## src/rtl/alu_ctrl_muldiv_pkg.sv

```systemverilog
// Shared types and constants for the EX-stage ALU controller and its mul/div sequencer.
// The sequencer is only built when RV_MULDIV_EN is defined.
package alu_ctrl_pkg;

    typedef enum logic [3:0] {
        OP_ADD  = 4'b0000,
        OP_SUB  = 4'b0001,
        OP_ADDI = 4'b0010,
        OP_OR   = 4'b0011,
        OP_XOR  = 4'b0100,
        OP_SRA  = 4'b0101,
        OP_SLL  = 4'b0110,
        OP_BEQ  = 4'b0111,
        OP_AND  = 4'b1000,
        OP_SLTI = 4'b1001,
        OP_SLT  = 4'b1010,
        OP_BGE  = 4'b1011,
        OP_SRL  = 4'b1100,
        OP_BLT  = 4'b1101,
        OP_BNE  = 4'b1110,
        OP_JAL  = 4'b1111
    } alu_op_e;

    typedef enum logic [1:0] {
        IDLE = 2'd0,
        CALC = 2'd1,
        DONE = 2'd2
    } md_state_e;

    localparam logic [6:0] F7_BASE   = 7'b0000000;
    localparam logic [6:0] F7_ALT    = 7'b0100000;
    localparam logic [6:0] F7_MULDIV = 7'b0000001;

    localparam logic [1:0] ALUOP_MEM    = 2'b00;
    localparam logic [1:0] ALUOP_BRANCH = 2'b01;
    localparam logic [1:0] ALUOP_RTYPE  = 2'b10;
    localparam logic [1:0] ALUOP_JUMP   = 2'b11;

    localparam logic [2:0] MD_MUL    = 3'b000;
    localparam logic [2:0] MD_MULH   = 3'b001;
    localparam logic [2:0] MD_MULHSU = 3'b010;
    localparam logic [2:0] MD_DIV    = 3'b100;
    localparam logic [2:0] MD_REM    = 3'b110;

    // Funct3 bit 2 separates the divide family from the multiply family.
    function automatic logic md_is_div(input logic [2:0] f3);
        return f3[2];
    endfunction

endpackage

```

## src/rtl/alu_ctrl_muldiv_seq.sv

```systemverilog
// Iterative RV32M/RV64M sequencer: one shift-add or restoring-subtract step per cycle,
// operating on operand magnitudes with sign fix-up applied to the final result.
module muldiv_seq
    import alu_ctrl_pkg::*;
#(
    parameter int XLEN = 32
) (
    input  logic            i_clk,
    input  logic            i_rst_n,
    input  logic            i_start,
    input  logic            i_flush,
    input  logic [2:0]      i_funct3,
    input  logic [XLEN-1:0] i_rs1,
    input  logic [XLEN-1:0] i_rs2,
    output logic            o_ready,
    output logic            o_calc,
    output logic            o_result_valid,
    output logic [XLEN-1:0] o_result
);

    localparam int CNT_W = $clog2(XLEN);

    md_state_e          r_state;
    logic [CNT_W-1:0]   r_cnt;
    logic [2:0]         r_f3;
    logic               r_neg_q;
    logic               r_neg_r;
    logic [XLEN-1:0]    r_hi;
    logic [XLEN-1:0]    r_lo;
    logic [XLEN-1:0]    r_b;
    logic               r_valid;
    logic [XLEN-1:0]    r_result;

    logic               w_div;
    logic               w_s1;
    logic               w_s2;
    logic               w_neg1;
    logic               w_neg2;
    logic [XLEN-1:0]    w_abs1;
    logic [XLEN-1:0]    w_abs2;
    logic               w_div0;
    logic               w_ovf;
    logic [XLEN-1:0]    w_fast_res;

    assign w_div  = md_is_div(i_funct3);
    assign w_s1   = (i_funct3 == MD_MULH) || (i_funct3 == MD_MULHSU) ||
                    (i_funct3 == MD_DIV)  || (i_funct3 == MD_REM);
    assign w_s2   = (i_funct3 == MD_MULH) || (i_funct3 == MD_DIV) || (i_funct3 == MD_REM);
    assign w_neg1 = w_s1 & i_rs1[XLEN-1];
    assign w_neg2 = w_s2 & i_rs2[XLEN-1];
    assign w_abs1 = w_neg1 ? -i_rs1 : i_rs1;
    assign w_abs2 = w_neg2 ? -i_rs2 : i_rs2;

    assign w_div0 = w_div & (i_rs2 == '0);
    assign w_ovf  = w_div & ~i_funct3[0] & (i_rs1 == {1'b1, {(XLEN-1){1'b0}}}) & (i_rs2 == '1);

    // Funct3 bit 1 selects the remainder flavour within the divide family.
    always_comb begin
        w_fast_res = '0;
        if (i_funct3[1])
            w_fast_res = w_div0 ? i_rs1 : '0;
        else
            w_fast_res = w_div0 ? '1 : i_rs1;
    end

    logic [XLEN:0]      w_mul_sum;
    logic [XLEN:0]      w_rem_sh;
    logic [XLEN:0]      w_diff;
    logic               w_ge;
    logic [XLEN-1:0]    w_nhi;
    logic [XLEN-1:0]    w_nlo;
    logic [2*XLEN-1:0]  w_prod;
    logic [XLEN-1:0]    w_quot;
    logic [XLEN-1:0]    w_rem;
    logic [XLEN-1:0]    w_final;

    // Multiply keeps {acc, multiplier} in {hi, lo}; divide keeps {remainder, dividend/quotient}.
    assign w_mul_sum = {1'b0, r_hi} + (r_lo[0] ? {1'b0, r_b} : '0);
    assign w_rem_sh  = {r_hi, r_lo[XLEN-1]};
    assign w_diff    = w_rem_sh - {1'b0, r_b};
    assign w_ge      = ~w_diff[XLEN];

    always_comb begin
        w_nhi = '0;
        w_nlo = '0;
        if (md_is_div(r_f3)) begin
            w_nhi = w_ge ? w_diff[XLEN-1:0] : w_rem_sh[XLEN-1:0];
            w_nlo = {r_lo[XLEN-2:0], w_ge};
        end else begin
            w_nhi = w_mul_sum[XLEN:1];
            w_nlo = {w_mul_sum[0], r_lo[XLEN-1:1]};
        end
    end

    assign w_prod = r_neg_q ? -{w_nhi, w_nlo} : {w_nhi, w_nlo};
    assign w_quot = r_neg_q ? -w_nlo : w_nlo;
    assign w_rem  = r_neg_r ? -w_nhi : w_nhi;

    always_comb begin
        w_final = '0;
        if (md_is_div(r_f3))
            w_final = r_f3[1] ? w_rem : w_quot;
        else if (r_f3 == MD_MUL)
            w_final = w_prod[XLEN-1:0];
        else
            w_final = w_prod[2*XLEN-1:XLEN];
    end

    always_ff @(posedge i_clk) begin
        if (!i_rst_n) begin
            r_state  <= IDLE;
            r_cnt    <= '0;
            r_f3     <= '0;
            r_neg_q  <= 1'b0;
            r_neg_r  <= 1'b0;
            r_hi     <= '0;
            r_lo     <= '0;
            r_b      <= '0;
            r_valid  <= 1'b0;
            r_result <= '0;
        end else if (i_flush) begin
            r_state <= IDLE;
            r_valid <= 1'b0;
        end else begin
            case (r_state)
                IDLE: begin
                    r_valid <= 1'b0;
                    if (i_start) begin
                        r_f3    <= i_funct3;
                        r_cnt   <= '0;
                        r_neg_q <= w_neg1 ^ w_neg2;
                        r_neg_r <= w_neg1;
                        r_hi    <= '0;
                        r_lo    <= w_abs1;
                        r_b     <= w_abs2;
                        if (w_div0 || w_ovf) begin
                            r_state  <= DONE;
                            r_valid  <= 1'b1;
                            r_result <= w_fast_res;
                        end else begin
                            r_state <= CALC;
                        end
                    end
                end
                CALC: begin
                    r_hi  <= w_nhi;
                    r_lo  <= w_nlo;
                    r_cnt <= r_cnt + CNT_W'(1);
                    if (r_cnt == CNT_W'(XLEN-1)) begin
                        r_state  <= DONE;
                        r_valid  <= 1'b1;
                        r_result <= w_final;
                    end
                end
                DONE: begin
                    r_state <= IDLE;
                    r_valid <= 1'b0;
                end
                default: begin
                    r_state <= IDLE;
                    r_valid <= 1'b0;
                end
            endcase
        end
    end

    assign o_ready        = (r_state == IDLE);
    assign o_calc         = (r_state == CALC);
    assign o_result_valid = r_valid;
    assign o_result       = r_result;

endmodule

```

## src/rtl/alu_ctrl_muldiv.sv

```systemverilog
// EX-stage ALU controller: combinational ALUOp/Funct3/Funct7 decode plus, when
// RV_MULDIV_EN is defined, the iterative M-extension sequencer and its pipeline stall.
module alu_ctrl_muldiv
    import alu_ctrl_pkg::*;
#(
    parameter int XLEN = 32
) (
    input  logic            clk,
    input  logic            reset,
    input  logic [1:0]      ALUOp,
    input  logic [6:0]      Funct7,
    input  logic [2:0]      Funct3,
    input  logic            req_valid,
    input  logic            flush,
    input  logic [XLEN-1:0] rs1,
    input  logic [XLEN-1:0] rs2,
    output logic [3:0]      Operation,
    output logic            is_muldiv,
    output logic            req_ready,
    output logic            stall,
    output logic            result_valid,
    output logic [XLEN-1:0] md_result
);

    logic    w_is_muldiv;
    alu_op_e w_op;

    always_comb begin
        w_op = OP_ADD;
        case (ALUOp)
            ALUOP_BRANCH: begin
                case (Funct3)
                    3'b000:  w_op = OP_BEQ;
                    3'b001:  w_op = OP_BNE;
                    3'b100:  w_op = OP_BLT;
                    3'b101:  w_op = OP_BGE;
                    default: w_op = OP_ADD;
                endcase
            end
            ALUOP_RTYPE: begin
                case (Funct3)
                    3'b000: begin
                        if (Funct7 == F7_BASE)
                            w_op = OP_ADD;
                        else if (Funct7 == F7_ALT)
                            w_op = OP_SUB;
                        else
                            w_op = OP_ADDI;
                    end
                    3'b001:  w_op = OP_SLL;
                    3'b010:  w_op = (Funct7 == F7_BASE) ? OP_SLT : OP_SLTI;
                    3'b100:  w_op = OP_XOR;
                    3'b101:  w_op = (Funct7 == F7_ALT) ? OP_SRA : OP_SRL;
                    3'b110:  w_op = OP_OR;
                    3'b111:  w_op = OP_AND;
                    default: w_op = OP_ADD;
                endcase
            end
            ALUOP_JUMP: w_op = (Funct3 == 3'b000) ? OP_ADD : OP_JAL;
            ALUOP_MEM:  w_op = OP_ADD;
            default:    w_op = OP_ADD;
        endcase
        // EX consumes md_result for M ops, so the ALU is parked on ADD.
        if (w_is_muldiv)
            w_op = OP_ADD;
    end

    assign Operation = w_op;
    assign is_muldiv = w_is_muldiv;

`ifdef RV_MULDIV_EN
    logic            w_accept;
    logic            w_ready;
    logic            w_calc;
    logic            w_valid;
    logic [XLEN-1:0] w_result;

    assign w_is_muldiv = (ALUOp == ALUOP_RTYPE) && (Funct7 == F7_MULDIV);
    assign w_accept    = req_valid & w_is_muldiv & ~flush;

    muldiv_seq #(
        .XLEN(XLEN)
    ) u_seq (
        .i_clk          (clk),
        .i_rst_n        (reset),
        .i_start        (w_accept),
        .i_flush        (flush),
        .i_funct3       (Funct3),
        .i_rs1          (rs1),
        .i_rs2          (rs2),
        .o_ready        (w_ready),
        .o_calc         (w_calc),
        .o_result_valid (w_valid),
        .o_result       (w_result)
    );

    // The result cycle drops stall so the instruction retires together with md_result.
    assign stall        = (req_valid & w_is_muldiv & ~w_valid) | w_calc;
    assign req_ready    = w_ready;
    assign result_valid = w_valid;
    assign md_result    = w_result;
`else
    logic w_unused;

    assign w_is_muldiv  = 1'b0;
    assign stall        = 1'b0;
    assign req_ready    = 1'b1;
    assign result_valid = 1'b0;
    assign md_result    = '0;
    assign w_unused     = ^{clk, reset, req_valid, flush, rs1, rs2};
`endif

endmodule

```

## config.mk

```make
export PLATFORM = sky130hd
export DESIGN_NAME = alu_ctrl_muldiv
export DESIGN_NICKNAME = d
export VERILOG_FILES = /design/src/rtl/alu_ctrl_muldiv_pkg.sv /design/src/rtl/alu_ctrl_muldiv_seq.sv /design/src/rtl/alu_ctrl_muldiv.sv
export SDC_FILE = /design/constraint.sdc
export NUM_CORES = 1
export LEC_CHECK = 0
export BUFFER_PORTS_ARGS = -buffer_cell sky130_fd_sc_hd__buf_2
export CORE_ASPECT_RATIO = 0.8
export CORE_MARGIN = 2
export CORE_UTILIZATION = 27
export DETAILED_ROUTE_END_ITERATION = 10
export MAX_ROUTING_LAYER = met4
export PLACE_DENSITY = 0.89
export SYNTH_ARGS = -nofsm -noshare
export SYNTH_HDL_FRONTEND = slang
export SYNTH_SLANG_ARGS = --single-unit
```

## constraint.sdc

```tcl
create_clock -name vclk -period 2.5
set_clock_uncertainty 0.1 [all_clocks]
set_input_delay 0.5 -clock vclk [all_inputs]
set_output_delay 0.5 -clock vclk [all_outputs]
set_load 0.01 [all_outputs]
```

# Yosys cells after proc, flatten, opt, wreduce, memory -nomap -nowiden
# Index checks and enable logic that the tools add are counted.
word_totals:
  register_bits: 0
  latch_bits: 0
  mem_bits_rw: 0
  rom_bits: 0
  input_bits: 80
  out_inout_bits: 40
  word_cells: 21
  memories: 0
classes:
  n_addsub: 0
  mul: 0
  div_mod_pow: 0
  n_lt_le_gt_ge: 0
  n_eq_ne: 10
  n_shift: 0
  n_mux: 8
  n_bitwise: 0
  n_reduce_logical: 3
op_table:
  columns: ["operator", "count"]
  rows:
  - ["$pmux 4 s4", 2]
  - ["$pmux 4 s7", 1]
  - ["$eq 3x3->1 const B", 4]
  - ["$mux 4", 2]
  - ["$eq 7x6->1 const B", 1]
  - ["$logic_not 7->1", 1]
  - ["$mux 2", 3]
  - ["$eq 2x2->1 const B", 2]
  - ["$eq 3x1->1 const B", 1]
  - ["$eq 3x2->1 const B", 1]
  - ["$logic_not 3->1", 1]
  - ["$eq 2x1->1 const B", 1]
  - ["$logic_not 2->1", 1]

# Depth between registers and ports, before layout
depth:
  depth_word: 5
  mapped_depth: 5
  mapped_depth_nobuf: 4

# Least setup slack after synthesis
# OpenSTA, ideal clock, no wires.
synth_path:
  path_type: "input to output"
  startpoint: "in Funct3[1]"
  endpoint: "out Operation[1]"
  t_arrival_ps: 1315
  required_ps: 1900
  slack_ps: 585
  cell_stages: 4
  path_buffers: 1
  path_cell_list: "buf_4 > a211o_2 > a211o_1 > o211ai_2"
synth_between:
  elab_chain_cells: 3
  word_cells_on_any_way: 11
  cone_classes: "eq/ne: 6; mux: 4; reduce/logical: 1"
synth_lines:
  columns: ["item", "line_no", "text"]
  rows:
  - ["from (decl)", "alu_ctrl_muldiv.sv:12", "input logic [2:0] Funct3,"]
  - ["$eq 3x3->1, or another cell as far along", "alu_ctrl_muldiv.sv:41", "case (Funct3)"]
  - ["$pmux 4 s7, or another cell as far along", "alu_ctrl_muldiv.sv:41", null]
  - ["$pmux 4 s4 (*)", "alu_ctrl_muldiv.sv:30", "case (ALUOp)"]
  - ["to (decl)", "alu_ctrl_muldiv.sv:17", "output logic [3:0] Operation,"]
# Every way passes the cells marked *; elsewhere a longest branch is shown, timed or not.

# Final worst setup path
layout_path:
  startpoint: "in Funct7[1]"
  endpoint: "out Operation[0]"
layout_between:
  elab_chain_cells: 5
  word_cells_on_any_way: 8
  cone_classes: "eq/ne: 1; mux: 6; reduce/logical: 1"
layout_lines:
  columns: ["item", "line_no", "text"]
  rows:
  - ["from (decl)", "alu_ctrl_muldiv.sv:11", "input logic [6:0] Funct7,"]
  - ["$eq 7x6->1", "alu_ctrl_muldiv.sv:45, alu_ctrl_muldiv.sv:53", null]
  - ["$mux 2", "alu_ctrl_muldiv.sv:45", "else if (Funct7 == F7_ALT)"]
  - ["$mux 2", "alu_ctrl_muldiv.sv:43", "if (Funct7 == F7_BASE)"]
  - ["$pmux 4 s7 (*)", "alu_ctrl_muldiv.sv:41", null]
  - ["$pmux 4 s4 (*)", "alu_ctrl_muldiv.sv:30", null]
# Marked as above.

==> results.cfg <==
[synth]
yosysSeqAreaShare = 0
synth_top_area_cell = buf_4
syn_area_sq_um = 565.5
synthTopCellsByArea = buf_4 (53%), a21oi_1 (4.4%), nor2_1 (4.0%)
synth_common_cells = buf_4 (40), nor2_1 (6), a21oi_1 (5)
synth_warnings = 0
yosysMostFrequentCell = buf_4
avgSynthCellArea_sq_um = 7.069
synthDominantCellAreaShare = 0.5310
syn_inst = 80
synth.distinct_cells = 28

[layout]
regArea_sq_um = 0
clkbuf_count = 0
flops_and_latches = 0
area.growth.synth_to_final_pct = -13.05
multi_input_area_sq_um = 370.4
post-route-cell-area_sq_um = 491.7
n_antenna_cell = 0
drive_gt1_frac = 0.2360
nets = 171
n_fill_cell = 227

[timing]
setup_viol_count_final = 0
max_freq_mhz = 458.2
maxSlewViolCount = 0
rsz0062_at_grt = no
min_period_ps = 2183
whs_ps = 1304
fin_setup_tns_ps = 0
finalCritPeriodShare = 0.8730
hold_viol = 0

[floorplan]
start_util = 0.2935
io_pins = 120
die_w_um = 55.17
rows = 14
coreArea_sq_um = 1927
die_area_sq_um = 2479
die_h_um = 44.94

[detailed_routing]
drt-vias-per-instance = 3.788
drtPass1Iterations = 2
drt-initial-drc-count = 3
wl_per_cell_um = 8.080
ant_nets = 0
totalWireLength_um = 913
num_vias = 428
drc_errors = 0

[worst_setup_path]
critPathTopFamily = simple AND/OR/NAND/NOR gates
start_kind = input port
endpoint_kind = primary output
path_cells = buf_2, nor4_4, nand3_1, o21bai_1, a21oi_1, buf_2
cpMostUsedCell = buf_2
max_stage_delay_ps = 330
path_buf_inv = 2
worstPathArrival_ps = 1580
slowest_stage = nor4_4
crit_fanout = 4
cp.required_ps = 1900
crit_type = input port to primary output

[global_routing]
gr-total-overflow = 0
antenna_found_initial = 0
grt_pass1_vias = 328
grt_pass1_wl_um = 1290
gr-usage-all-layers = 0.06807
grt_max_degree = 13

[cts]
cts_setup_buffers = 0
post_cts_resize_count = 0
postCtsHoldBufs = 0

[power]
p_leak_uw = 0.0002690
powerDensity_nw_per_um2 = 169.4
ir_worst_vdd_mv = 0.04042

[placed_design]
routabilityCongestion = 0.8289
dpl.hpwl_um = 785.4
postPlaceCellArea_sq_um = 491.7
io_buffers = 16

[min_path]
min_path_type = input port to primary output

[status]
status = complete, no violations

[job]
max_cap_viol_count = 0
final cells by class:
cell class / instances / area share
timing repair buffer: 16 / 0.1628
inverter: 3 / 0.02290
tap: 24 / 0.06107
multi-input combinational: 70 / 0.7532
per-stage QoR:
stage | instances | power [uW] | setup WS [ps] | util
floorplan | 114 | 107.4 | 585.2 | -
global placement | 113 | 80.83 | 321.2 | 0.2552
detailed placement | 113 | 82.33 | 282.3 | 0.2552
CTS | 113 | 82.39 | 284.8 | 0.2552
global route | 113 | 94.18 | 177.0 | 0.2552
finish | 113 | 83.28 | 317.5 | 0.2552
final timing paths:
check / startpoint / endpoint / slack [ps] / cells after the start
worst max-delay path: Funct7[1] / Operation[0] / 320 / 6
worst min-delay path: ALUOp[1] / Operation[2] / 1300 / 3
where the power goes:
part	switching, uW	total (uW)	leakage [uW]	internal [uW]
Combinational	57.3	83.3	0.000269	25.9
Clock	0	0	0	0
Sequential	0	0	0	0
Total	57.3	83.3	0.000269	25.9
per-layer routing:
metal | routed length [um] | share of wire | global-route usage
met2 | 472 | 0.52 | 0.1119
met1 | 383 | 0.42 | 0.09438
met3 | 57 | 0.062 | 0.003311
met4 | 0 | 0 | 0.009756
met5 | 0 | 0 | -
kinds of logic (layout without fill, tap and decap cells):
logic type	Yosys count	count (layout)	synth area share
buf+inv	44	19	0.5708
compound gates	19	19	0.2456
simple gates	14	14	0.1549
other cells	2	36	0.01328
xor+xnor	1	1	0.01549
cells in the final DEF, fill, tap and decap left out, types with 2 or more instances in the layout:
cell type / count
nor2_1: 6
inv_1: 2
buf_2: 16
a21oi_1: 5
o22ai_1: 2
a311oi_1: 2
conb_1: 36
Power figures use the tool's default switching activity.
